[config.mk]
export PLATFORM = sky130hd
export DESIGN_NAME = seg7_scan_decoder
export DESIGN_NICKNAME = d
export VERILOG_FILES = /design/src/rtl/seg7_scan_decoder.sv
export SDC_FILE = /design/constraint.sdc
export NUM_CORES = 1
export LEC_CHECK = 0
export ABC_AREA = 1
export ABC_CLOCK_PERIOD_IN_PS = 3200
export BUFFER_PORTS_ARGS = -buffer_cell sky130_fd_sc_hd__buf_4
export CAP_MARGIN = 20
export CORE_MARGIN = 5
export CORE_UTILIZATION = 59
export DETAILED_ROUTE_END_ITERATION = 8
export HOLD_SLACK_MARGIN = 0.05
export PLACE_DENSITY = 0.85
export SETUP_SLACK_MARGIN = 0.02
export SLEW_MARGIN = 10
export SYNTH_ARGS = -nofsm -noshare
export SYNTH_HDL_FRONTEND = slang
export SYNTH_SLANG_ARGS = --single-unit
[constraint.sdc]
create_clock -name clk -period 3.2 [get_ports clk]
set_input_delay 0.16 -clock clk [delete_from_list [all_inputs] [get_ports clk]]
set_output_delay 0.16 -clock clk [all_outputs]
set_load 0.01 [all_outputs]
[src/rtl/seg7_scan_decoder.sv]
// seg7_scan_decoder: read-back monitor for a multiplexed seven-segment scan bus.
// Decodes each strobed digit pattern to BCD and commits a digit only after it
// has been seen STABLE_COUNT times in a row. It also flags frame completion and
// non-one-hot digit selects.
// Optional feature macro: SEG7_DP_EN adds a decimal-point bit (scan_seg[7]) and
// the dp_out port.
module seg7_scan_decoder #(
  parameter int unsigned NUM_DIGITS   = 6,
  parameter int unsigned STABLE_COUNT = 2
) (
  input  logic                    clk,
  input  logic                    rst,
  input  logic                    scan_strobe,
`ifdef SEG7_DP_EN
  input  logic [7:0]              scan_seg,
`else
  input  logic [6:0]              scan_seg,
`endif
  input  logic [NUM_DIGITS-1:0]   scan_sel,
  output logic [4*NUM_DIGITS-1:0] bcd_out,
  output logic [NUM_DIGITS-1:0]   digit_valid,
  output logic                    frame_done,
  output logic                    sel_err
`ifdef SEG7_DP_EN
  ,
  output logic [NUM_DIGITS-1:0]   dp_out
`endif
);

  localparam logic [3:0] STABLE_MAX = 4'(STABLE_COUNT);
  localparam logic [3:0] BLANK      = 4'hF;

  logic [NUM_DIGITS-1:0][3:0] cand_q, cand_d;
  logic [NUM_DIGITS-1:0][3:0] cnt_q, cnt_d;
  logic [NUM_DIGITS-1:0][3:0] bcd_q, bcd_d;
  logic [NUM_DIGITS-1:0]      valid_q, valid_d;
  logic [NUM_DIGITS-1:0]      seen_q, seen_d;
  logic                       frame_q, frame_d;
  logic                       sel_err_q, sel_err_d;
`ifdef SEG7_DP_EN
  logic [NUM_DIGITS-1:0]      cdp_q, cdp_d;
  logic [NUM_DIGITS-1:0]      dp_q, dp_d;
`endif

  logic [3:0] code_c;
  logic       sel_legal_c;
  logic       match_c;

  // Segment pattern to BCD code; anything unrecognised reads as blank.
  always_comb begin
    code_c = BLANK;
    case (scan_seg[6:0])
      7'b1111110: code_c = 4'd0;
      7'b0110000: code_c = 4'd1;
      7'b1101101: code_c = 4'd2;
      7'b1111001: code_c = 4'd3;
      7'b0110011: code_c = 4'd4;
      7'b1011011: code_c = 4'd5;
      7'b1011111: code_c = 4'd6;
      7'b1110000: code_c = 4'd7;
      7'b1111111: code_c = 4'd8;
      7'b1111011: code_c = 4'd9;
      default:    code_c = BLANK;
    endcase
  end

  // Exactly one select bit may be set on a strobe.
  assign sel_legal_c = (scan_sel != '0) &&
                       ((scan_sel & (scan_sel - NUM_DIGITS'(1))) == '0);

  // Per-digit stability tracking, commit and frame bookkeeping.
  always_comb begin
    cand_d    = cand_q;
    cnt_d     = cnt_q;
    bcd_d     = bcd_q;
    valid_d   = valid_q;
    seen_d    = seen_q;
    frame_d   = 1'b0;
    sel_err_d = 1'b0;
    match_c   = 1'b0;
`ifdef SEG7_DP_EN
    cdp_d     = cdp_q;
    dp_d      = dp_q;
`endif
    if (scan_strobe) begin
      if (sel_legal_c) begin
        for (int i = 0; i < NUM_DIGITS; i++) begin
          if (scan_sel[i]) begin
`ifdef SEG7_DP_EN
            match_c = (code_c == cand_q[i]) && (scan_seg[7] == cdp_q[i]);
`else
            match_c = (code_c == cand_q[i]);
`endif
            if (match_c) begin
              cnt_d[i] = (cnt_q[i] >= STABLE_MAX) ? STABLE_MAX : cnt_q[i] + 4'd1;
            end else begin
              cand_d[i] = code_c;
              cnt_d[i]  = 4'd1;
`ifdef SEG7_DP_EN
              cdp_d[i]  = scan_seg[7];
`endif
            end
            if (cnt_d[i] == STABLE_MAX) begin
              bcd_d[i]   = cand_d[i];
              valid_d[i] = (cand_d[i] != BLANK);
`ifdef SEG7_DP_EN
              dp_d[i]    = cdp_d[i];
`endif
            end
            seen_d[i] = 1'b1;
          end
        end
        // The completing strobe does not count toward the next frame.
        if (&seen_d) begin
          frame_d = 1'b1;
          seen_d  = '0;
        end
      end else begin
        sel_err_d = 1'b1;
      end
    end
  end

  // State and output registers with asynchronous reset.
  always_ff @(posedge clk or posedge rst) begin
    if (rst) begin
      cand_q    <= {NUM_DIGITS{BLANK}};
      cnt_q     <= '0;
      bcd_q     <= {NUM_DIGITS{BLANK}};
      valid_q   <= '0;
      seen_q    <= '0;
      frame_q   <= 1'b0;
      sel_err_q <= 1'b0;
`ifdef SEG7_DP_EN
      cdp_q     <= '0;
      dp_q      <= '0;
`endif
    end else begin
      cand_q    <= cand_d;
      cnt_q     <= cnt_d;
      bcd_q     <= bcd_d;
      valid_q   <= valid_d;
      seen_q    <= seen_d;
      frame_q   <= frame_d;
      sel_err_q <= sel_err_d;
`ifdef SEG7_DP_EN
      cdp_q     <= cdp_d;
      dp_q      <= dp_d;
`endif
    end
  end

  assign bcd_out     = bcd_q;
  assign digit_valid = valid_q;
  assign frame_done  = frame_q;
  assign sel_err     = sel_err_q;
`ifdef SEG7_DP_EN
  assign dp_out      = dp_q;
`endif

endmodule

# After elaboration in Yosys (flattened, before gate mapping)

Index checks and enable logic that the tools add are counted.

Register bits: 86
Bits of input ports: 16
Output and inout bits: 32
Logic and storage cells: 165

$add $sub $neg: 7
Order comparisons: 6
Eq/ne operators: 28
Multiplexer cells: 79
Bitwise gates (word level): 1
Reductions and logical operators: 17

Operators by type and width:

| operator                                                           | count |
|---|---|
| two-way mux 4 bit                                                  | 54 |
| equality test 7 bit (second input constant)                        | 8 |
| one-hot mux 4 bit (10 select lines)                                | 1 |
| adder 4 x 1 -> 4 bit (second input constant)                       | 6 |
| equality test 4 x 2 -> 1 bit (second input constant)               | 6 |
| equality test 4 bit                                                | 6 |
| greater-or-equal comparator 4 x 2 -> 1 bit (second input constant) | 6 |
| != test 4 bit (second input constant)                              | 6 |
| AND reduction 4 bit                                                | 6 |
| two-way mux 1 bit                                                  | 23 |
| AND reduction 3 bit                                                | 6 |
| equality test 7 x 6 -> 1 bit (second input constant)               | 2 |
| AND 6 bit                                                          | 1 |
| logical NOT 6 bit                                                  | 1 |
| two-way mux 6 bit                                                  | 1 |
| AND reduction 6 bit                                                | 1 |
| nonzero test 6 bit                                                 | 1 |
| subtractor 6 x 1 -> 6 bit (second input constant)                  | 1 |
| AND reduction 2 bit                                                | 1 |
| logical AND 1 bit                                                  | 1 |

# Logic depth before layout (Yosys ltp)

Word-level depth: 10
Gate-level depth with buffers: 16
Mapped depth without buffers: 16

# Worst setup path before layout

OpenSTA, ideal clock, no wires.

Path type: register to register
Start point: register cnt_q[4] (netlist bit)
End point: register valid_q[1], in the netlist digit_valid[1]
Library setup time: 0.066 ns
Data arrival time: 1.655 ns
Data required time: 3.134 ns
Slack: 1.479 ns
Cell stages (with the launch flop): 8
Cells stage by stage: dfrtp_1 > inv_1 > ha_1 > nor4_1 > o21ai_0 > nand4_2 > nand2_1 > nand2_1

Word-level cells in the longest chain between the ends: 8

RTL lines:

| element                                                                                   | line | RTL |
|---|---|---|
| start, declared                                                                           | 34   | `logic [NUM_DIGITS-1:0][3:0] cnt_q, cnt_d;` |
| start signal, assigned                                                                    | 140  | `cnt_q <= cnt_d;` |
| adder 4 x 1 -> 4 bit / greater-or-equal comparator 4 x 2 -> 1 bit (equally long branches) | 95   | `cnt_d[i] = (cnt_q[i] >= STABLE_MAX) ? STABLE_MAX : cnt_q[i] + 4'd1;` |
| two-way mux 4 bit *                                                                       | 95   |  |
| two-way mux 4 bit *                                                                       | 94   | `if (match_c) begin` |
| two-way mux 4 bit *                                                                       | 88   | `if (scan_sel[i]) begin` |
| two-way mux 4 bit *                                                                       | 86   | `if (sel_legal_c) begin` |
| two-way mux 4 bit *                                                                       | 85   | `if (scan_strobe) begin` |
| equality test 4 x 2 -> 1 bit *                                                            | 103  | `if (cnt_d[i] == STABLE_MAX) begin` |
| AND reduction 4 bit (no line) *                                                           | --   |  |
| end signal, assigned                                                                      | 142  | `valid_q <= valid_d;` |
| end, declared                                                                             | 36   | `logic [NUM_DIGITS-1:0] valid_q, valid_d;` |

Every way passes the cells marked *; elsewhere a longest branch is shown, timed or not. The select of a mux whose other input is x is not followed.
A chain may end at the register's enable or synchronous reset.

# Worst setup path in the final report

Start point: input port scan_seg[5]
End point: register valid_q[0], in the netlist digit_valid[0]

Word-level cells in the longest chain between the ends: 9

RTL lines:

| element                                                                    | line | RTL |
|---|---|---|
| start, declared                                                            | 17   | `input logic [6:0] scan_seg,` |
| equality test 7 bit / equality test 7 x 6 -> 1 bit (equally long branches) | 52   | `case (scan_seg[6:0])` |
| one-hot mux 4 bit (10 select lines) *                                      | 52   |  |
| equality test 4 bit                                                        | 92   | `match_c = (code_c == cand_q[i]);` |
| two-way mux 4 bit                                                          | 94   |  |
| two-way mux 4 bit                                                          | 88   |  |
| two-way mux 4 bit                                                          | 86   |  |
| two-way mux 4 bit                                                          | 85   |  |
| equality test 4 x 2 -> 1 bit                                               | 103  |  |
| AND reduction 4 bit (no line)                                              | --   |  |

Marked as above.

==> metrics.txt <==
relative slew slack 27.44%; Peak Freq 0.4364 GHz; Worst R2R End bcd_out[4]; YS warnings 0; chip height 100.7 um; CTS Buffer Depth 2; critical path startpoint category primary input; largest cells by area after synthesis dfstp_2, dfrtp_1, nand2_1, inv_1, nand4_1; routability cong. 0.8805; number of iterations in the first detailed-routing pass 7; asr flop ratio synth 100.0%; post-layout util 68.07%; Max Cap Viol 0; Power per Cell Area 567.1 nW/um^2; overall routing resource usage 23.09%; CTS tree done; R2R depth 7; worst-margin pin slew 1.078 ns; setup TNS 0 ns; vias 4302; Worst-path clk slew 0.08 ns; Post-Syn Area 4855 sq um; Register-to-Register Setup Slack 1.10 ns; core area 8134 sq um; Top Ports 48; Final Slew Violations 0; starting density of the core 59.68%; syn avg cell area 7.780 sq um; R2R Path Start cnt_q[4]; sequential area share after synthesis 45.57%; Hold Crit Depth 5; drt via density 5.452; Area Growth Syn to Fin 14.05%; skew final 0.007279 ns; residual DRC count 0; nets 707; hold path start scan_sel[0]; Final ANT Viol Nets 0; setup bufs post-CTS 0; Crit Path Max Fanout 28; # clock sinks 86; Synth area leader dfstp_2; H-tree levels 3; status completed; Seq cells post-synth 86; Worst Setup Path Type in -> reg; Post-Place Worst Slack 0.5865 ns; worst setup margin 0.9085 ns; Pleak 2.952 nW; routed length per instance 13.73 um; die boundary width 100.7 um; Post-CTS Hold Fix Bufs 2; Synth Net Count 652; cell row count 33; CTS Root Cell clkbuf_8; Num CTS Buffers 9; post-CTS resize count 0; grt ovf 0; Crit. End Element flip-flop; Hold Vio Cnt, Final 0; share of layout cells above drive strength 1 24.12%; worst skew pair latency 0.36 ns; DIE AREA 10140 sq um; classification of the worst-slack hold path in -> reg; first-pass GRT wire length 18.89 mm; initial antenna violation count 0; Antenna Cells 0; WP data required 3.45 ns; share of the synthesized area in the top cell type 25.98%; min Tclk post-route 2.292 ns; drt initial violations 195; RSZ-0062 raised after global routing false; Final setup viols 0; largest net degree at the start of global routing 60; drt total wl 10.83 mm; PortBufs 47; design area 5537 sq um; Mapped Cells 624; Peak supply drop 0.3721 mV; count of cell types in the netlist 32; Critical Path AT 2.54 ns; vias in the first global route 4348; Hold Path End cand_q[0]; area of placed instances 5304 sq um; number of synthesized flops with an enable pin 0; final worst-path cycle share 71.61%; final-layout fill cell count 653; post-detail-place hpwl 7.736 mm; Main synth FF type dfstp_2
## synth_stat cells (5+ instances only)
| cell type | count |
|---|---|
| nand2_1 | 233 |
| inv_1 | 73 |
| dfstp_2 | 48 |
| nor2_1 | 43 |
| dfrtp_1 | 38 |
| nand3_1 | 33 |
| nand4_1 | 33 |
| o21ai_0 | 22 |
| ha_1 | 12 |
| nor2_4 | 11 |
| nand2_2 | 9 |
| nor2_2 | 7 |
| nor4_1 | 7 |
| o22ai_1 | 7 |
| a21oi_1 | 5 |
| inv_2 | 5 |
| nand4_2 | 5 |
## metal layers
| metal | vias up | wire [um] | global-route usage, % |
|---|---|---|---|
| li1 | 2098 | - | - |
| met1 | 2057 | 4550 | 27.94 |
| met2 | 119 | 5432 | 39.49 |
| met3 | 28 | 573 | 4.498 |
| met4 | 0 | 278 | 10.78 |
| met5 | - | 0 | 0 |
## how the worst max path moves through the flow
stage / endpoint / startpoint / slack (ns) / depth (start not counted)
6_report: digit_valid[0] / scan_seg[5] / 0.91 / 15
5_1_grt: digit_valid[0] / scan_seg[5] / 0.72 / 15
4_1_cts: digit_valid[0] / scan_seg[5] / 0.96 / 15
3_5_place_dp: digit_valid[0] / scan_seg[5] / 0.59 / 15
3_3_place_gp: digit_valid[0] / scan_seg[5] / 0.74 / 15
2_1_floorplan: cnt_q[0] / rst / 0.90 / 1
## through the flow
step	total power [mW]	instances	hold WS (ns)
after floorplan	2.136	624	0.2639
after global placement	2.320	770	0.3794
after detailed placement	2.379	770	0.3873
after CTS	3.149	788	0.1983
after global routing	3.348	789	0.2329
final	3.140	789	0.1987
## sequential cells by signal, indices dropped and copies added, names as in the netlist
signal,flops
sel_err,1
frame_done,1
bcd_out,24
cnt_q,24
digit_valid,6
seen_q,6
cand_q,24
## area by class of cell
cell class,instances,area (sq um),area share [%]
repair buffers,55,430.4,7.774
multi-input cells,448,2272,41.04
clock buffers,12,145.1,2.621
inverters,79,297.8,5.379
flip-flops and latches,86,2212,39.95
clock inverters,4,47.55,0.8588
well taps,105,131.4,2.373
## kinds of logic (layout without fill, tap and decap cells)
| logic type | Yosys count | after routing | synth area share, % |
|---|---|---|---|
| adder cells (fa/ha/maj) | 12 | 12 | 3.093 |
| XOR/XNOR | 1 | 1 | 0.1804 |
| buffers and inverters | 90 | 150 | 7.629 |
| AND/OR/NAND/NOR | 393 | 393 | 38.58 |
| flip-flops | 86 | 86 | 45.57 |
| AO/OA/AOI/OAI | 42 | 42 | 4.948 |
## placed cells by master, fill, tap and decap left out, drive strengths merged
master / netlist / final
ha: 12 / 12
inv: 78 / 77
nor2: 61 / 61
o21ai: 24 / 24
clkinvlp: 0 / 1
nand3b: 3 / 3
o21a: 4 / 4
dlygate4sd3: 0 / 2
xnor2: 1 / 1
dfrtp: 38 / 38
bufinv: 0 / 1
nand3: 38 / 38
nand2: 245 / 245
clkinv: 1 / 4
nor4: 7 / 7
clkbuf: 4 / 12
a21oi: 7 / 7
nand4: 39 / 39
buf: 7 / 53
dfstp: 48 / 48
o22ai: 7 / 7
## report_power, final
group / leakage [nW] / switching [mW] / internal (mW) / total, mW
Clock: 0.0964 / 0.385 / 0.380 / 0.765
Combinational: 1.86 / 0.543 / 0.303 / 0.846
Sequential: 0.991 / 0.143 / 1.39 / 1.53
## worst max-delay path: stages
cell and delay [ns]:
buf_4 0.13, inv_1 0.12, nor2_4 0.07, nand2_2 0.27, nand2_2 0.13, nor2_4 0.19, nand3_4 0.35, nand2_2 0.41
nand2_1 0.08, nand2_1 0.07, nand2_1 0.09, nor2_4 0.18, nand3_2 0.14, nand2_1 0.10, nand2_1 0.05
(Power assumes the default switching activity.)
